File: src/rtl/uart_prog_sender.sv
// Streams a byte image from a synchronous memory into the op_uart CSR port:
// programs divisor and thru once, then writes each byte and waits for tx_irq.
`timescale 1ns/1ps
module uart_prog_sender #(
    parameter int          AW         = 12,
    parameter logic [15:0] DIVISOR    = 16'd27,
    parameter int          TX_TIMEOUT = 20000
) (
    input  logic          sys_clk,
    input  logic          sys_rst,
    input  logic          start,
    input  logic          abort,
    input  logic [AW:0]   img_len,
    output logic          mem_rd,
    output logic [AW-1:0] mem_addr,
    input  logic [7:0]    mem_data,
    output logic [13:0]   csr_a,
    output logic          csr_we,
    output logic [31:0]   csr_di,
    input  logic          tx_irq,
    output logic          busy,
    output logic          done,
    output logic          err,
    output logic [AW:0]   sent_cnt
);
    localparam int            TW       = $clog2(TX_TIMEOUT + 1);
    // Leaving WAIT_TX when the count would reach TX_TIMEOUT-1 puts ERR
    // exactly TX_TIMEOUT cycles after the data write.
    localparam logic [TW-1:0] TMO_LAST = TW'(TX_TIMEOUT - 2);

    typedef enum logic [3:0] {
        IDLE, CFG_DIV, CFG_THRU, FETCH, LOAD, WRITE, WAIT_TX, DONE, ERR
    } state_t;

    state_t          state, state_d;
    logic            mem_rd_d, csr_we_d, busy_d, done_d, err_d;
    logic [AW-1:0]   mem_addr_d;
    logic [13:0]     csr_a_d;
    logic [31:0]     csr_di_d;
    logic [AW:0]     sent_cnt_d;
    logic [AW:0]     img_len_q;
    logic [TW-1:0]   tmo_cnt, tmo_cnt_d;
    logic            tx_irq_q;
    logic            tx_edge, last_byte, can_start;

    // mem_addr doubles as the byte index of the current run.
    assign tx_edge   = tx_irq & ~tx_irq_q;
    assign last_byte = ({1'b0, mem_addr} == img_len_q - 1'b1);
    assign can_start = start && (state == IDLE || state == DONE || state == ERR);

    always_comb begin
        state_d    = state;
        mem_rd_d   = 1'b0;
        mem_addr_d = mem_addr;
        csr_we_d   = 1'b0;
        csr_a_d    = csr_a;
        csr_di_d   = csr_di;
        busy_d     = busy;
        done_d     = 1'b0;
        err_d      = err;
        sent_cnt_d = sent_cnt;
        tmo_cnt_d  = tmo_cnt;

        case (state)
            IDLE, DONE, ERR: begin
                if (can_start) begin
                    err_d      = 1'b0;
                    sent_cnt_d = '0;
                    mem_addr_d = '0;
                    if (img_len == '0) begin
                        state_d = DONE;
                        done_d  = 1'b1;
                        busy_d  = 1'b0;
                    end else begin
                        state_d  = CFG_DIV;
                        busy_d   = 1'b1;
                        csr_we_d = 1'b1;
                        csr_a_d  = 14'd1;
                        csr_di_d = {16'h0, DIVISOR};
                    end
                end else if (state == DONE) begin
                    state_d = IDLE;
                end
            end
            CFG_DIV: begin
                state_d  = CFG_THRU;
                csr_we_d = 1'b1;
                csr_a_d  = 14'd2;
                csr_di_d = 32'h0;
            end
            CFG_THRU: begin
                state_d  = FETCH;
                mem_rd_d = 1'b1;
            end
            FETCH: state_d = LOAD;
            LOAD: begin
                state_d  = WRITE;
                csr_we_d = 1'b1;
                csr_a_d  = 14'd0;
                csr_di_d = {24'h0, mem_data};
            end
            WRITE: begin
                state_d   = WAIT_TX;
                tmo_cnt_d = '0;
            end
            WAIT_TX: begin
                tmo_cnt_d = tmo_cnt + 1'b1;
                if (tx_edge) begin
                    sent_cnt_d = sent_cnt + 1'b1;
                    if (last_byte) begin
                        state_d = DONE;
                        done_d  = 1'b1;
                        busy_d  = 1'b0;
                    end else begin
                        state_d    = FETCH;
                        mem_rd_d   = 1'b1;
                        mem_addr_d = mem_addr + 1'b1;
                    end
                end else if (tmo_cnt == TMO_LAST) begin
                    state_d = ERR;
                    err_d   = 1'b1;
                    busy_d  = 1'b0;
                end
            end
            default: state_d = IDLE;
        endcase

        // Abort overrides everything except a byte confirmation seen this cycle.
        if (abort && state != IDLE) begin
            state_d    = ERR;
            mem_rd_d   = 1'b0;
            mem_addr_d = mem_addr;
            csr_we_d   = 1'b0;
            csr_a_d    = csr_a;
            csr_di_d   = csr_di;
            busy_d     = 1'b0;
            done_d     = 1'b0;
            err_d      = 1'b1;
            if (state != WAIT_TX)
                sent_cnt_d = sent_cnt;
        end
    end

    always_ff @(posedge sys_clk or posedge sys_rst) begin
        if (sys_rst) begin
            state    <= IDLE;
            mem_rd   <= 1'b0;
            mem_addr <= '0;
            csr_we   <= 1'b0;
            csr_a    <= '0;
            csr_di   <= '0;
            busy     <= 1'b0;
            done     <= 1'b0;
            err      <= 1'b0;
            sent_cnt <= '0;
            tmo_cnt  <= '0;
            tx_irq_q <= 1'b0;
        end else begin
            state    <= state_d;
            mem_rd   <= mem_rd_d;
            mem_addr <= mem_addr_d;
            csr_we   <= csr_we_d;
            csr_a    <= csr_a_d;
            csr_di   <= csr_di_d;
            busy     <= busy_d;
            done     <= done_d;
            err      <= err_d;
            sent_cnt <= sent_cnt_d;
            tmo_cnt  <= tmo_cnt_d;
            tx_irq_q <= tx_irq;
        end
    end

    always_ff @(posedge sys_clk) begin
        if (can_start)
            img_len_q <= img_len;
    end

endmodule

File: config.mk
export PLATFORM = sky130hd
export DESIGN_NAME = uart_prog_sender
export DESIGN_NICKNAME = d
export VERILOG_FILES = /design/src/rtl/uart_prog_sender.sv
export SDC_FILE = /design/constraint.sdc
export NUM_CORES = 1
export LEC_CHECK = 0
export ABC_AREA = 1
export ABC_CLOCK_PERIOD_IN_PS = 2100
export CORE_MARGIN = 4
export CORE_UTILIZATION = 40
export CTS_CLUSTER_DIAMETER = 150
export DETAILED_ROUTE_END_ITERATION = 8
export MAX_ROUTING_LAYER = met4
export PLACE_DENSITY = 0.68
export SYNTH_ARGS = -nofsm -noshare
export SYNTH_HDL_FRONTEND = slang
export SYNTH_SLANG_ARGS = --single-unit
File: constraint.sdc
create_clock -name sys_clk -period 2.1 [get_ports sys_clk]
set_input_delay 0.42 -clock sys_clk [delete_from_list [all_inputs] [get_ports sys_clk]]
set_output_delay 0.42 -clock sys_clk [all_outputs]
set_load 0.05 [all_outputs]
==> impl_metrics.env <==
export IMPL_status="finished, final reports clean"
export IMPL_cp_slowest_cell="edfxtp_1"
export IMPL_crit_family="simple AND/OR/NAND/NOR gates"
export IMPL_grt_ovfl_total=0
export IMPL_drc=0
export IMPL_dr_max_layer_used="met4"
export IMPL_clkTransAtPathRegs_ps=60
export IMPL_slew_headroom_pct=64.2
export IMPL_path_cells="inv_2 -> ha_4 -> nand2_4 -> o21ai_2 -> nand2_1 -> nor2_1 -> nand3_2 -> nor2_4 -> nand2_4 -> nand3_4 -> buf_4 -> nand3_1 -> nand2_1"
export IMPL_die_height_um=115
export IMPL_post_route_period_util_pct=96.9
export IMPL_dieWidth_um=115
export IMPL_antenna_found_initial=0
export IMPL_ys_seq_area_share_pct=41.5
export IMPL_p_per_area_nw_per_um2=973
export IMPL_cp_data_required_time_ps=2370
export IMPL_m1WireLength_um=5370
export IMPL_synth_top_area_share_pct=33.0
export IMPL_skew_ps=9.89
export IMPL_drv_cap=0
export IMPL_critPathMaxStageDelay_ps=450
export IMPL_yosysWarnings=0
export IMPL_dieArea_um2=13200
export IMPL_core_um2=11000
export IMPL_wl_met2_um=5610
export IMPL_dpl_hpwl_um=8780
export IMPL_critPathBufInv=2
export IMPL_cts_made_buffers=9
export IMPL_cts_hold_buf=0
export IMPL_vias_per_cell=4.92
export IMPL_gp_congestion=0.902
export IMPL_first_iter_violations=179
export IMPL_fin_nets=720
export IMPL_r2r_start="img_len_q[0]"
export IMPL_fin_util_pct=53.7
export IMPL_track_usage_pct=18.6
export IMPL_grt_first_pass_wirelength_um=19100
export IMPL_p_leak_uw=0.00283
export IMPL_hold_violations=0
export IMPL_max_freq_mhz=491
export IMPL_hold_class="in2async"
export IMPL_crit_path_end_kind="flip-flop"
export IMPL_r2r_end="mem_addr[8]"
export IMPL_syn_to_final_growth_pct=29.5
export IMPL_ant_nets=0
export IMPL_synth_cells=590
export IMPL_synth_area_leaders="dfrtp_1 33%, nand2_1 11%, edfxtp_1 8.6%, buf_4 5.9%, inv_1 5.5%"
export IMPL_grt_pass1_vias=3950
export IMPL_worst_slew_pin_transition_ps=536
export IMPL_setup_viol=0
export IMPL_grt_max_degree=61
export IMPL_syn_area_um2=4550
export IMPL_rsz0062_at_grt="true"
export IMPL_cp_start_kind="flip-flop"
export IMPL_syn_avg_cell_area_um2=7.72
export IMPL_finalSetupTns_ps=0
export IMPL_critPathMaxFanout=5
export IMPL_n_fill_cell=1042
export IMPL_critPathArrivalTime_ps=2300
export IMPL_yosys_area_top_type="dfrtp_1"
export IMPL_fin_area_um2=5900
export IMPL_critPathKind="reg2reg"
export IMPL_cts_sinks=73
export IMPL_slew_violations=0
export IMPL_cts_tree="built"
export IMPL_period_minus_slack_ps=2040
export IMPL_routed_wl_um=11700
export IMPL_reg2reg_depth=13
export IMPL_ios=102
export IMPL_dpl_instance_area_um2=5440
export IMPL_met3_length_um=542
export IMPL_n_antenna_cell=0
export IMPL_ys_ff_latch=73
export IMPL_routedWlPerCell_um=14.0
export IMPL_fp_row_count=38
export IMPL_htreeDepth=3
export IMPL_clock_latency_ps=330
export IMPL_start_util_pct=41.5
export IMPL_cts_root_buf="clkbuf_16"
export IMPL_ir_worst_vdd_uv=970
export IMPL_rrSetupSlack_ps=60
export IMPL_vias=4102
export IMPL_p_total_uw=5740
export IMPL_numPortBuffers=65
export IMPL_drive_gt1_share_pct=16.1
export IMPL_clockBufferDepth=2
export IMPL_drt_first_pass_iters=4
export IMPL_yosysUniqueCellTypes=43
Yosys cell counts:
cell / n
nor2_1: 56
conb_1: 1
nand4_1: 7
xnor2_1: 8
xor2_1: 16
o21a_1: 2
a22oi_1: 4
inv_2: 6
xor2_2: 1
nor2_4: 3
nor3b_1: 2
edfxtp_1: 13
or2_2: 1
nand3_4: 1
dfrtp_1: 60
nand3_2: 1
nor3_2: 1
nor2_8: 1
nand2_1: 139
a32oi_1: 1
inv_1: 67
nor3_1: 20
ha_1: 5
o211ai_1: 1
o21ai_1: 2
nand3_1: 46
nand2_2: 7
nand2_4: 1
a22o_1: 4
a21oi_1: 16
clkbuf_2: 2
nor4_1: 7
o22ai_1: 5
or2_1: 1
clkbuf_1: 4
o32ai_1: 1
o21ai_0: 20
buf_4: 36
nor2_2: 8
o31ai_1: 3
buf_2: 4
buf_6: 3
nand3b_1: 3
layout by cell type, fill, tap and decap left out, types with 2 or more instances in the layout:
cell,synthesis,layout
a22oi_1,4,4
nand2_1,139,135
a21oi_1,16,16
nand3_1,46,41
a22o_1,4,4
clkbuf_16,0,9
ha_1,5,4
o31ai_1,3,3
inv_2,6,8
clkdlybuf4s50_1,0,53
nand2_2,7,8
edfxtp_1,13,13
o21ai_1,2,3
buf_12,0,3
nand2_4,1,3
nor3b_1,2,2
xnor2_1,8,8
nand3_2,1,6
o21ai_0,20,18
nand4_1,7,7
dfrtp_1,60,60
nor4_1,7,5
bufinv_16,0,2
xor2_2,1,2
inv_1,67,65
nor3_1,20,20
o22ai_1,5,5
o21a_1,2,2
buf_4,36,46
nor2_4,3,8
conb_1,1,36
nand3b_1,3,3
clkbuf_1,4,3
xor2_1,16,15
nor2_2,8,6
nor2_1,56,53
cells by family after synthesis:
kind of cell | synth area share (%)
compound gates | 7.67
other cells | 0.0824
flops | 41.5
simple gates | 30.7
fa+ha+maj | 1.37
xor+xnor | 4.97
buf+inv | 13.7
metrics by stage:
stage | std cells | setup slack, ps | hold WS (ps)
floorplan | 625 | 156 | 441
global placement | 817 | -180 | 465
detailed placement | 817 | -259 | 467
CTS | 833 | 1.61 | 494
global route | 834 | -61.4 | 512
finish | 834 | 64.3 | 489
repair_timing:
action | in CTS | in global routing
setup buffers | 0 | 1
resized for setup | 8 | 23
cloned | 0 | 0
pin swaps | 5 | 19
endpoints found under the setup margin | 13 | 29
area by class of cell:
class | instances | area, µm² | share of cell area [%]
Clock buffer | 13 | 250 | 4.24
Timing Repair Buffer | 102 | 936 | 15.9
Inverter | 73 | 274 | 4.65
Clock inverter | 3 | 65.1 | 1.10
Multi-Input combinational cell | 430 | 2310 | 39.1
Sequential cell | 73 | 1890 | 32.1
Tap cell | 140 | 175 | 2.97
layer usage:
| layer | vias to the layer above | GRT usage [%] |
|---|---|---|
| met3 | 12 | 3.54 |
| li1 | 2040 | - |
| met2 | 119 | 30.1 |
| met5 | - | - |
| met4 | 0 | 4.62 |
| met1 | 1931 | 24.3 |
sequential cells by signal (all words and copies together), names as in the netlist, 2 cells and up:
| signal | flops |
|---|---|
| img_len_q | 13 |
| tmo_cnt | 15 |
| state | 4 |
| mem_addr | 12 |
| csr_a | 2 |
| sent_cnt | 13 |
| csr_di | 8 |
how the worst max path moves through the flow:
stage / from / cells after the start / end / slack (ps)
after floorplan: mem_addr[3] / 11 / mem_addr[0] / 160
after global placement: img_len[7] / 9 / csr_di[3] / -180
after detailed placement: img_len[1] / 10 / csr_di[0] / -260
after CTS: img_len_q[0] / 15 / mem_addr[8] / 2
after global routing: img_len_q[0] / 15 / mem_addr[8] / -60
final: img_len_q[0] / 13 / mem_addr[8] / 60
worst register-to-register path, stage by stage, from the launching register on:
cell and delay, ps:
edfxtp_1 450, inv_2 120, ha_4 160, nand2_4 90
o21ai_2 170, nand2_1 80, nor2_1 120, nand3_2 100
nor2_4 180, nand2_4 90, nand3_4 120, buf_4 140
nand3_1 70, nand2_1 90
where the power goes:
part | internal, µW | leakage [µW] | switching [µW]
clock | 1070 | 0.000154 | 573
sequential | 1660 | 0.000937 | 182
combinational | 753 | 0.00174 | 1490
No activity file was read; power rests on OpenSTA's default activity.
